$ cat config.mk
export PLATFORM = sky130hd
export DESIGN_NAME = cdb_arbiter_flat
export DESIGN_NICKNAME = d
export VERILOG_FILES = /design/src/rtl/cdb_arbiter_pkg.sv /design/src/rtl/cdb_arbiter_if.sv /design/src/rtl/cdb_arbiter_fifo.sv /design/src/rtl/cdb_arbiter.sv /design/src/flat_wrapper.sv
export SDC_FILE = /design/constraint.sdc
export NUM_CORES = 1
export LEC_CHECK = 0
export ABC_AREA = 1
export ABC_CLOCK_PERIOD_IN_PS = 3820
export CORE_MARGIN = 4
export CORE_UTILIZATION = 40
export CTS_CLUSTER_DIAMETER = 50
export CTS_CLUSTER_SIZE = 25
export DETAILED_ROUTE_END_ITERATION = 10
export HOLD_SLACK_MARGIN = 0.12
export SLEW_MARGIN = 20
export SYNTH_ARGS = -nofsm -noshare
export SYNTH_HDL_FRONTEND = slang
export SYNTH_SLANG_ARGS = --single-unit
export TNS_END_PERCENT = 5
$ cat constraint.sdc
create_clock -name clk_in -period 3.82 [get_ports clk_in]
set_input_delay 0.764 -clock clk_in [delete_from_list [all_inputs] [get_ports clk_in]]
set_output_delay 0.764 -clock clk_in [all_outputs]
set_load 0.05 [all_outputs]
$ cat src/rtl/cdb_arbiter_pkg.sv
// cdb_arbiter_pkg: shared constants and helpers for the CDB arbiter slice.
//   ROB_WIDTH_BIT       width of a ROB tag
//   CDB_FIFO_DEPTH_BIT  log2 of the per-source FIFO depth
//   CDB_SRC_*           source codes that appear on cdb_src
//   rr_pick / rr_next   round-robin search helpers
package cdb_arbiter_pkg;

  localparam int ROB_WIDTH_BIT      = 4;
  localparam int CDB_FIFO_DEPTH_BIT = 2;

  localparam logic [1:0] CDB_SRC_ALU = 2'd0;
  localparam logic [1:0] CDB_SRC_LD  = 2'd1;
  localparam logic [1:0] CDB_SRC_ST  = 2'd2;

  typedef struct packed {
    logic       found;
    logic [1:0] src;
  } rr_pick_t;

  // First requesting source at or after ptr, in the order ALU -> load -> store, wrapping.
  function automatic rr_pick_t rr_pick(input logic [2:0] req, input logic [1:0] ptr);
    rr_pick_t r;
    int       idx;
    r = '0;
    for (int i = 0; i < 3; i++) begin
      idx = (int'(ptr) + i) % 3;
      if (!r.found && req[idx]) begin
        r.found = 1'b1;
        r.src   = idx[1:0];
      end
    end
    return r;
  endfunction

  function automatic logic [1:0] rr_next(input logic [1:0] src);
    return (src == CDB_SRC_ST) ? CDB_SRC_ALU : src + 2'd1;
  endfunction

endpackage

$ cat src/rtl/cdb_arbiter_if.sv
// cdb_arbiter_if: producer handshakes and the CDB broadcast bus.
//   alu_* / ld_* / st_*  producer offers (valid, tag, value) and FIFO ready
//   cdb_*                broadcast slot (valid, source, tag, value)
//   modport master: producer/consumer side; modport slave: the arbiter.
interface cdb_arbiter_if import cdb_arbiter_pkg::*; #(
  parameter int ROB_ID_W = ROB_WIDTH_BIT
);
  logic                alu_valid;
  logic [ROB_ID_W-1:0] alu_rob_id;
  logic [31:0]         alu_value;
  logic                alu_ready;

  logic                ld_valid;
  logic [ROB_ID_W-1:0] ld_rob_id;
  logic [31:0]         ld_value;
  logic                ld_ready;

  logic                st_valid;
  logic [ROB_ID_W-1:0] st_rob_id;
  logic                st_ready;

  logic                cdb_valid;
  logic [1:0]          cdb_src;
  logic [ROB_ID_W-1:0] cdb_rob_id;
  logic [31:0]         cdb_value;

  modport master (
    output alu_valid, alu_rob_id, alu_value,
    output ld_valid, ld_rob_id, ld_value,
    output st_valid, st_rob_id,
    input  alu_ready, ld_ready, st_ready,
    input  cdb_valid, cdb_src, cdb_rob_id, cdb_value
  );

  modport slave (
    input  alu_valid, alu_rob_id, alu_value,
    input  ld_valid, ld_rob_id, ld_value,
    input  st_valid, st_rob_id,
    output alu_ready, ld_ready, st_ready,
    output cdb_valid, cdb_src, cdb_rob_id, cdb_value
  );
endinterface

$ cat src/rtl/cdb_arbiter_fifo.sv
// cdb_fifo: small synchronous FIFO with show-ahead read data.
//   clk_in, rst_in  clock, synchronous active-high reset
//   push, pop       write / read strobes (caller guarantees not full / not empty)
//   flush           empties the FIFO, overrides push and pop
//   din, dout       write data, head-of-queue data
//   full, count     status; count is DEPTH_BIT+1 wide
module cdb_fifo #(
  parameter int WIDTH     = 36,
  parameter int DEPTH_BIT = 2
) (
  input  logic                 clk_in,
  input  logic                 rst_in,
  input  logic                 push,
  input  logic                 pop,
  input  logic                 flush,
  input  logic [WIDTH-1:0]     din,
  output logic [WIDTH-1:0]     dout,
  output logic                 full,
  output logic [DEPTH_BIT:0]   count
);
  localparam int DEPTH = 1 << DEPTH_BIT;

  logic [WIDTH-1:0]     mem [DEPTH];
  logic [DEPTH_BIT-1:0] wr_ptr;
  logic [DEPTH_BIT-1:0] rd_ptr;

  assign dout = mem[rd_ptr];
  assign full = (count == (DEPTH_BIT + 1)'(DEPTH));

  always_ff @(posedge clk_in) begin
    if (push && !flush) mem[wr_ptr] <= din;
  end

  // pointers wrap naturally modulo DEPTH
  always_ff @(posedge clk_in) begin
    if (rst_in || flush) begin
      wr_ptr <= '0;
      rd_ptr <= '0;
      count  <= '0;
    end else begin
      if (push) wr_ptr <= wr_ptr + 1'b1;
      if (pop)  rd_ptr <= rd_ptr + 1'b1;
      if (push && !pop)      count <= count + 1'b1;
      else if (pop && !push) count <= count - 1'b1;
    end
  end
endmodule

$ cat src/rtl/cdb_arbiter.sv
// cdb_arbiter: round-robin scheduler for the common data bus.
//   clk_in, rst_in  clock, synchronous active-high reset
//   rdy_in          global ready; the block is frozen when low
//   clear_all       ROB flush: empties every FIFO, drops the grant
//   bus             cdb_arbiter_if.slave: producer handshakes and CDB outputs
// Optional build macro CDB_PERF_EN adds perf_grants (grants per source) and
// perf_stall (cycles with a producer held off), cleared on reset only.
module cdb_arbiter import cdb_arbiter_pkg::*; #(
  parameter int FIFO_DEPTH_BIT = CDB_FIFO_DEPTH_BIT,
  parameter int ROB_ID_W       = ROB_WIDTH_BIT
) (
  input  logic              clk_in,
  input  logic              rst_in,
  input  logic              rdy_in,
  input  logic              clear_all,
  cdb_arbiter_if.slave      bus
`ifdef CDB_PERF_EN
  ,
  output logic [2:0][31:0]  perf_grants,
  output logic [31:0]       perf_stall
`endif
);
  localparam int DW = ROB_ID_W + 32;

  logic                    active;
  logic                    flush;
  logic [2:0]              full;
  logic [FIFO_DEPTH_BIT:0] cnt_alu, cnt_ld, cnt_st;
  logic [DW-1:0]           dout_alu, dout_ld;
  logic [ROB_ID_W-1:0]     dout_st;
  logic [2:0]              req;
  logic [2:0]              push;
  logic [2:0]              pop;
  logic                    grant;
  rr_pick_t                pick;
  logic [1:0]              rr_ptr;

  logic                    cdb_valid_q;
  logic [1:0]              cdb_src_q;
  logic [ROB_ID_W-1:0]     cdb_rob_id_q;
  logic [31:0]             cdb_value_q;

  assign active = rdy_in && !clear_all;
  assign flush  = rdy_in && clear_all;

  // ready comes from the registered count only; a same-cycle pop does not reopen a full FIFO
  assign bus.alu_ready = !full[0];
  assign bus.ld_ready  = !full[1];
  assign bus.st_ready  = !full[2];

  assign push[0] = bus.alu_valid && bus.alu_ready && active;
  assign push[1] = bus.ld_valid  && bus.ld_ready  && active;
  assign push[2] = bus.st_valid  && bus.st_ready  && active;

  assign req   = {cnt_st != '0, cnt_ld != '0, cnt_alu != '0};
  assign pick  = rr_pick(req, rr_ptr);
  assign grant = active && pick.found;

  assign pop[0] = grant && (pick.src == CDB_SRC_ALU);
  assign pop[1] = grant && (pick.src == CDB_SRC_LD);
  assign pop[2] = grant && (pick.src == CDB_SRC_ST);

  cdb_fifo #(.WIDTH(DW), .DEPTH_BIT(FIFO_DEPTH_BIT)) u_fifo_alu (
    .clk_in(clk_in), .rst_in(rst_in), .push(push[0]), .pop(pop[0]), .flush(flush),
    .din({bus.alu_rob_id, bus.alu_value}), .dout(dout_alu), .full(full[0]), .count(cnt_alu)
  );

  cdb_fifo #(.WIDTH(DW), .DEPTH_BIT(FIFO_DEPTH_BIT)) u_fifo_ld (
    .clk_in(clk_in), .rst_in(rst_in), .push(push[1]), .pop(pop[1]), .flush(flush),
    .din({bus.ld_rob_id, bus.ld_value}), .dout(dout_ld), .full(full[1]), .count(cnt_ld)
  );

  cdb_fifo #(.WIDTH(ROB_ID_W), .DEPTH_BIT(FIFO_DEPTH_BIT)) u_fifo_st (
    .clk_in(clk_in), .rst_in(rst_in), .push(push[2]), .pop(pop[2]), .flush(flush),
    .din(bus.st_rob_id), .dout(dout_st), .full(full[2]), .count(cnt_st)
  );

  always_ff @(posedge clk_in) begin
    if (rst_in) begin
      rr_ptr       <= CDB_SRC_ALU;
      cdb_valid_q  <= 1'b0;
      cdb_src_q    <= CDB_SRC_ALU;
      cdb_rob_id_q <= '0;
      cdb_value_q  <= '0;
    end else if (rdy_in) begin
      if (clear_all) begin
        rr_ptr      <= CDB_SRC_ALU;
        cdb_valid_q <= 1'b0;
      end else if (pick.found) begin
        rr_ptr      <= rr_next(pick.src);
        cdb_valid_q <= 1'b1;
        cdb_src_q   <= pick.src;
        case (pick.src)
          CDB_SRC_ALU: begin
            cdb_rob_id_q <= dout_alu[DW-1:32];
            cdb_value_q  <= dout_alu[31:0];
          end
          CDB_SRC_LD: begin
            cdb_rob_id_q <= dout_ld[DW-1:32];
            cdb_value_q  <= dout_ld[31:0];
          end
          default: begin
            cdb_rob_id_q <= dout_st;
            cdb_value_q  <= '0;
          end
        endcase
      end else begin
        cdb_valid_q <= 1'b0;
      end
    end
  end

  assign bus.cdb_valid  = cdb_valid_q;
  assign bus.cdb_src    = cdb_src_q;
  assign bus.cdb_rob_id = cdb_rob_id_q;
  assign bus.cdb_value  = cdb_value_q;

`ifdef CDB_PERF_EN
  logic stall;
  assign stall = (bus.alu_valid && !bus.alu_ready) ||
                 (bus.ld_valid  && !bus.ld_ready)  ||
                 (bus.st_valid  && !bus.st_ready);

  always_ff @(posedge clk_in) begin
    if (rst_in) begin
      perf_grants <= '0;
      perf_stall  <= '0;
    end else if (rdy_in) begin
      if (grant) perf_grants[pick.src] <= perf_grants[pick.src] + 32'd1;
      if (stall) perf_stall <= perf_stall + 32'd1;
    end
  end
`endif
endmodule

$ cat src/flat_wrapper.sv
// flat-port wrapper written by rule: the top's interface ports become plain ports
module cdb_arbiter_flat import cdb_arbiter_pkg::*;
#(
  parameter int FIFO_DEPTH_BIT = CDB_FIFO_DEPTH_BIT,
  parameter int ROB_ID_W       = ROB_WIDTH_BIT
)
  (clk_in, rst_in, rdy_in, clear_all, bus_alu_valid, bus_alu_rob_id, bus_alu_value, bus_ld_valid, bus_ld_rob_id, bus_ld_value, bus_st_valid, bus_st_rob_id, bus_alu_ready, bus_ld_ready, bus_st_ready, bus_cdb_valid, bus_cdb_src, bus_cdb_rob_id, bus_cdb_value);
  cdb_arbiter_if #(.ROB_ID_W(ROB_ID_W)) bus_i ();
  input  logic clk_in;
  input  logic rst_in;
  input  logic rdy_in;
  input  logic clear_all;
  input wire logic [$bits(bus_i.alu_valid)-1:0] bus_alu_valid;
  input wire logic [$bits(bus_i.alu_rob_id)-1:0] bus_alu_rob_id;
  input wire logic [$bits(bus_i.alu_value)-1:0] bus_alu_value;
  input wire logic [$bits(bus_i.ld_valid)-1:0] bus_ld_valid;
  input wire logic [$bits(bus_i.ld_rob_id)-1:0] bus_ld_rob_id;
  input wire logic [$bits(bus_i.ld_value)-1:0] bus_ld_value;
  input wire logic [$bits(bus_i.st_valid)-1:0] bus_st_valid;
  input wire logic [$bits(bus_i.st_rob_id)-1:0] bus_st_rob_id;
  output wire logic [$bits(bus_i.alu_ready)-1:0] bus_alu_ready;
  output wire logic [$bits(bus_i.ld_ready)-1:0] bus_ld_ready;
  output wire logic [$bits(bus_i.st_ready)-1:0] bus_st_ready;
  output wire logic [$bits(bus_i.cdb_valid)-1:0] bus_cdb_valid;
  output wire logic [$bits(bus_i.cdb_src)-1:0] bus_cdb_src;
  output wire logic [$bits(bus_i.cdb_rob_id)-1:0] bus_cdb_rob_id;
  output wire logic [$bits(bus_i.cdb_value)-1:0] bus_cdb_value;
  assign bus_i.alu_valid = bus_alu_valid;
  assign bus_i.alu_rob_id = bus_alu_rob_id;
  assign bus_i.alu_value = bus_alu_value;
  assign bus_i.ld_valid = bus_ld_valid;
  assign bus_i.ld_rob_id = bus_ld_rob_id;
  assign bus_i.ld_value = bus_ld_value;
  assign bus_i.st_valid = bus_st_valid;
  assign bus_i.st_rob_id = bus_st_rob_id;
  assign bus_alu_ready = bus_i.alu_ready;
  assign bus_ld_ready = bus_i.ld_ready;
  assign bus_st_ready = bus_i.st_ready;
  assign bus_cdb_valid = bus_i.cdb_valid;
  assign bus_cdb_src = bus_i.cdb_src;
  assign bus_cdb_rob_id = bus_i.cdb_rob_id;
  assign bus_cdb_value = bus_i.cdb_value;
  cdb_arbiter #(.FIFO_DEPTH_BIT(FIFO_DEPTH_BIT), .ROB_ID_W(ROB_ID_W)) u_core (.clk_in(clk_in), .rst_in(rst_in), .rdy_in(rdy_in), .clear_all(clear_all), .bus(bus_i));
endmodule
==> impl_metrics.tcl <==
set metrics [dict create \
    place.gp.congestion 0.782 \
    gr-total-overflow 0 \
    final_layout_size_suffix_gt1_share_pct 9.36 \
    synthDistinctLibCells 32 \
    postRouteAntennaNets 0 \
    ys.flop_type "edfxtp_1" \
    tightestPinTransition_ns 0.907 \
    rows 70 \
    clk_pin_slew_worst_paths_ns 0.07 \
    avgSynthCellArea_um2 12.0 \
    synth_edf_count 304 \
    dp_hpwl_mm 21.5 \
    placed_cell_area_um2 16600 \
    grt_pass1_wl_mm 51.3 \
    post-route-period-util_pct 81.6 \
    min_from "u_core.bus.cdb_valid" \
    synth_area_leader_cell "edfxtp_1" \
    hold_path_class "flip-flop to flip-flop" \
    drt_first_iter_violations 660 \
    path_class "flip-flop to flip-flop" \
    core_um2 36400 \
    syn_nets 1329 \
    postCtsSetupRepairBufs 0 \
    fin_nets 1448 \
    p_clk_share_pct 27.4 \
    combPwrFrac_pct 34.2 \
    antenna_found_initial 1 \
    endpoint_kind "flip-flop" \
    h-tree-depth 2 \
    cts_resized 0 \
    critPathMaxFanout 21 \
    synth_cells 1225 \
    start_util_pct 40.4 \
    seq_power_share_pct 38.4 \
    die_area_um2 40000 \
    period_minus_slack_ns 3.12 \
    dieWidth_um 200 \
    p_int_mw 7.94 \
    ir_worst_vdd_uv 772 \
    hold_buffers 0 \
    ys_seq_area_share_pct 71.2 \
    ys_ff_latch 372 \
    cts_made_buffers 35 \
    synth_area_leaders "edfxtp_1, dfxtp_1, o21ai_0, nor2_1, o22ai_1" \
    final_area_um2 17800 \
    startpoint_type "flip-flop" \
    arrival_ns 3.50 \
    status "completed" \
    drc 0 \
    setup_viol 0 \
    clk_latency_ns 0.52 \
    drt-wirelength-per-cell_um 18.6 \
    grt_pass1_vias 8999 \
    powerDensity_nw_per_um2 726 \
    synth_warnings 0 \
    ys_top_cells_by_count "edfxtp_1, nor2_1, o21ai_0" \
    root_buffer "clkbuf_16" \
    finalHoldViolCount 0 \
    vias 9454 \
    synth_top_cell_area_share_pct 62.0 \
    maxCapViolations 0 \
    setup_tns_ns 0 \
    switching_power_mw 4.96 \
    async_flop_share_pct 0 \
    grt_max_degree 73 \
    switching_share_pct 38.4 \
    r2r_start "u_core.rr_ptr[0]" \
    first_pass_iters 5 \
    timing.critical_path.from "u_core.rr_ptr[0]" \
    slew-limit-headroom_pct 39.1 \
    area_delta_synth_final_pct 20.6 \
    rsz0062_at_grt "false" \
    port_buffers 124 \
    fmax_mhz 321 \
    leakage_nw 6.12 \
    drt_wl_total_mm 34.2 \
    required_ns 4.20 \
    cts_sinks 372 \
    synth.most_common_cell "edfxtp_1" \
    vias_per_cell 5.15 \
    clock_path_buffers 3 \
    grt_usage_pct 16.6 \
    syn_area_um2 14700 \
    slew_viol_final 0 \
    die_h_um 200 \
    io_pins 125 \
    cts_tree "built" \
    finClkSkew_ns 0.0222 \
    antenna_cells 0 \
]
layout make-up:
type,count,area (um^2)
sequential,372,10500
inverter,57,221
clock buffer,38,897
clock inverter,23,275
multi-input combinational,730,3770
fill,3244,18700
tap,468,586
timing repair buffer,148,1520
path summary, 6_finish.rpt:
path / endpoint / slack, ns / cells past startpoint
min reg2reg: u_core.bus.cdb_valid / 0.46 / 2
max reg2reg: u_core.u_fifo_ld.count[2] / 0.70 / 19
min: u_core.bus.cdb_valid / 0.46 / 2
max: u_core.u_fifo_ld.count[2] / 0.70 / 19
critical path, stage by stage (launching register included):
cell,delay [ns]
dfxtp_1,0.36
inv_1,0.08
ha_1,0.39
inv_2,0.09
nand3_2,0.09
nand2_1,0.05
nand2_1,0.07
nand2_2,0.09
nand3_2,0.11
nor2_4,0.05
nor2_8,0.30
nor2_4,0.08
inv_2,0.09
ha_1,0.15
inv_1,0.07
fa_1,0.37
a21oi_1,0.14
o21ai_0,0.14
o21ai_0,0.21
a21oi_1,0.06
registers in the layout (all words and copies together), names as in the netlist, named ones only:
register                  count
u_core.bus.cdb_value         32
u_core.u_fifo_st.count        3
u_core.u_fifo_alu.rd_ptr      2
u_core.u_fifo_st.mem         16
u_core.u_fifo_ld.count        3
u_core.u_fifo_st.rd_ptr       2
u_core.bus.cdb_src            2
u_core.u_fifo_ld.mem        144
u_core.u_fifo_alu.count       3
u_core.bus.cdb_valid          1
u_core.rr_ptr                 2
u_core.u_fifo_alu.mem       144
u_core.u_fifo_st.wr_ptr       2
u_core.u_fifo_ld.rd_ptr       2
u_core.u_fifo_ld.wr_ptr       2
u_core.bus.cdb_rob_id         4
u_core.u_fifo_alu.wr_ptr      2
power groups by stage:
stage               registers (mW)  clock network, mW  logic [mW]
finish                        4.95               3.53        4.41
global route                  4.98               3.78        4.83
CTS                           4.95               3.61        4.44
detailed placement            5.03                  0        4.42
global placement              5.04                  0        4.36
floorplan                     5.57                  0        2.74
layout by cell type (no fill, tap or decap), drive strengths merged:
cell type and instances:
nand4 3, clkinv 12, nand3 41, a21oi 80, buf 24, nor2 185, inv 66, bufinv 2
dfxtp 68, edfxtp 304, o21ai 184, fa 3, xor2 5, clkbuf 38, nor3 1, o22ai 76
ha 18, clkdlybuf4s50 124, nand2 133, a31oi 1
kinds of logic (layout without fill, tap and decap cells):
kind of cell	Yosys count	in the layout	synth area share, %
AOI/OAI and AO/OA	341	341	12.3
adders and majority gates	21	21	1.94
DFF	372	372	71.2
xor gates and xnor gates	5	5	0.297
buffers and inverters	123	266	3.59
and+or+nand+nor	363	363	10.7
per-layer routing:
layer | track usage, % | share of wire (%)
met2 | 27.5 | 48
met1 | 23.4 | 45
met3 | 2.53 | 4.8
met4 | 4.13 | 2.1
met5 | 0 | 0.038
per-stage QoR:
| stage | utilization, % | instances | total power, mW | worst slack (ns) | hold slack [ns] |
|---|---|---|---|---|---|
| 4_1_cts | 48.8 | 1836 | 13.0 | 0.733 | 0.465 |
| 5_1_grt | 48.8 | 1836 | 13.6 | 0.380 | 0.493 |
| 3_5_place_dp | 45.5 | 1775 | 9.45 | 0.716 | 0.456 |
| 3_3_place_gp | 45.5 | 1775 | 9.40 | 0.724 | 0.455 |
| 6_report | 48.8 | 1836 | 12.9 | 0.703 | 0.464 |
| 2_1_floorplan | - | 1225 | 8.31 | 0.505 | 0.433 |
Note: power is estimated with default switching activity, not from simulation.
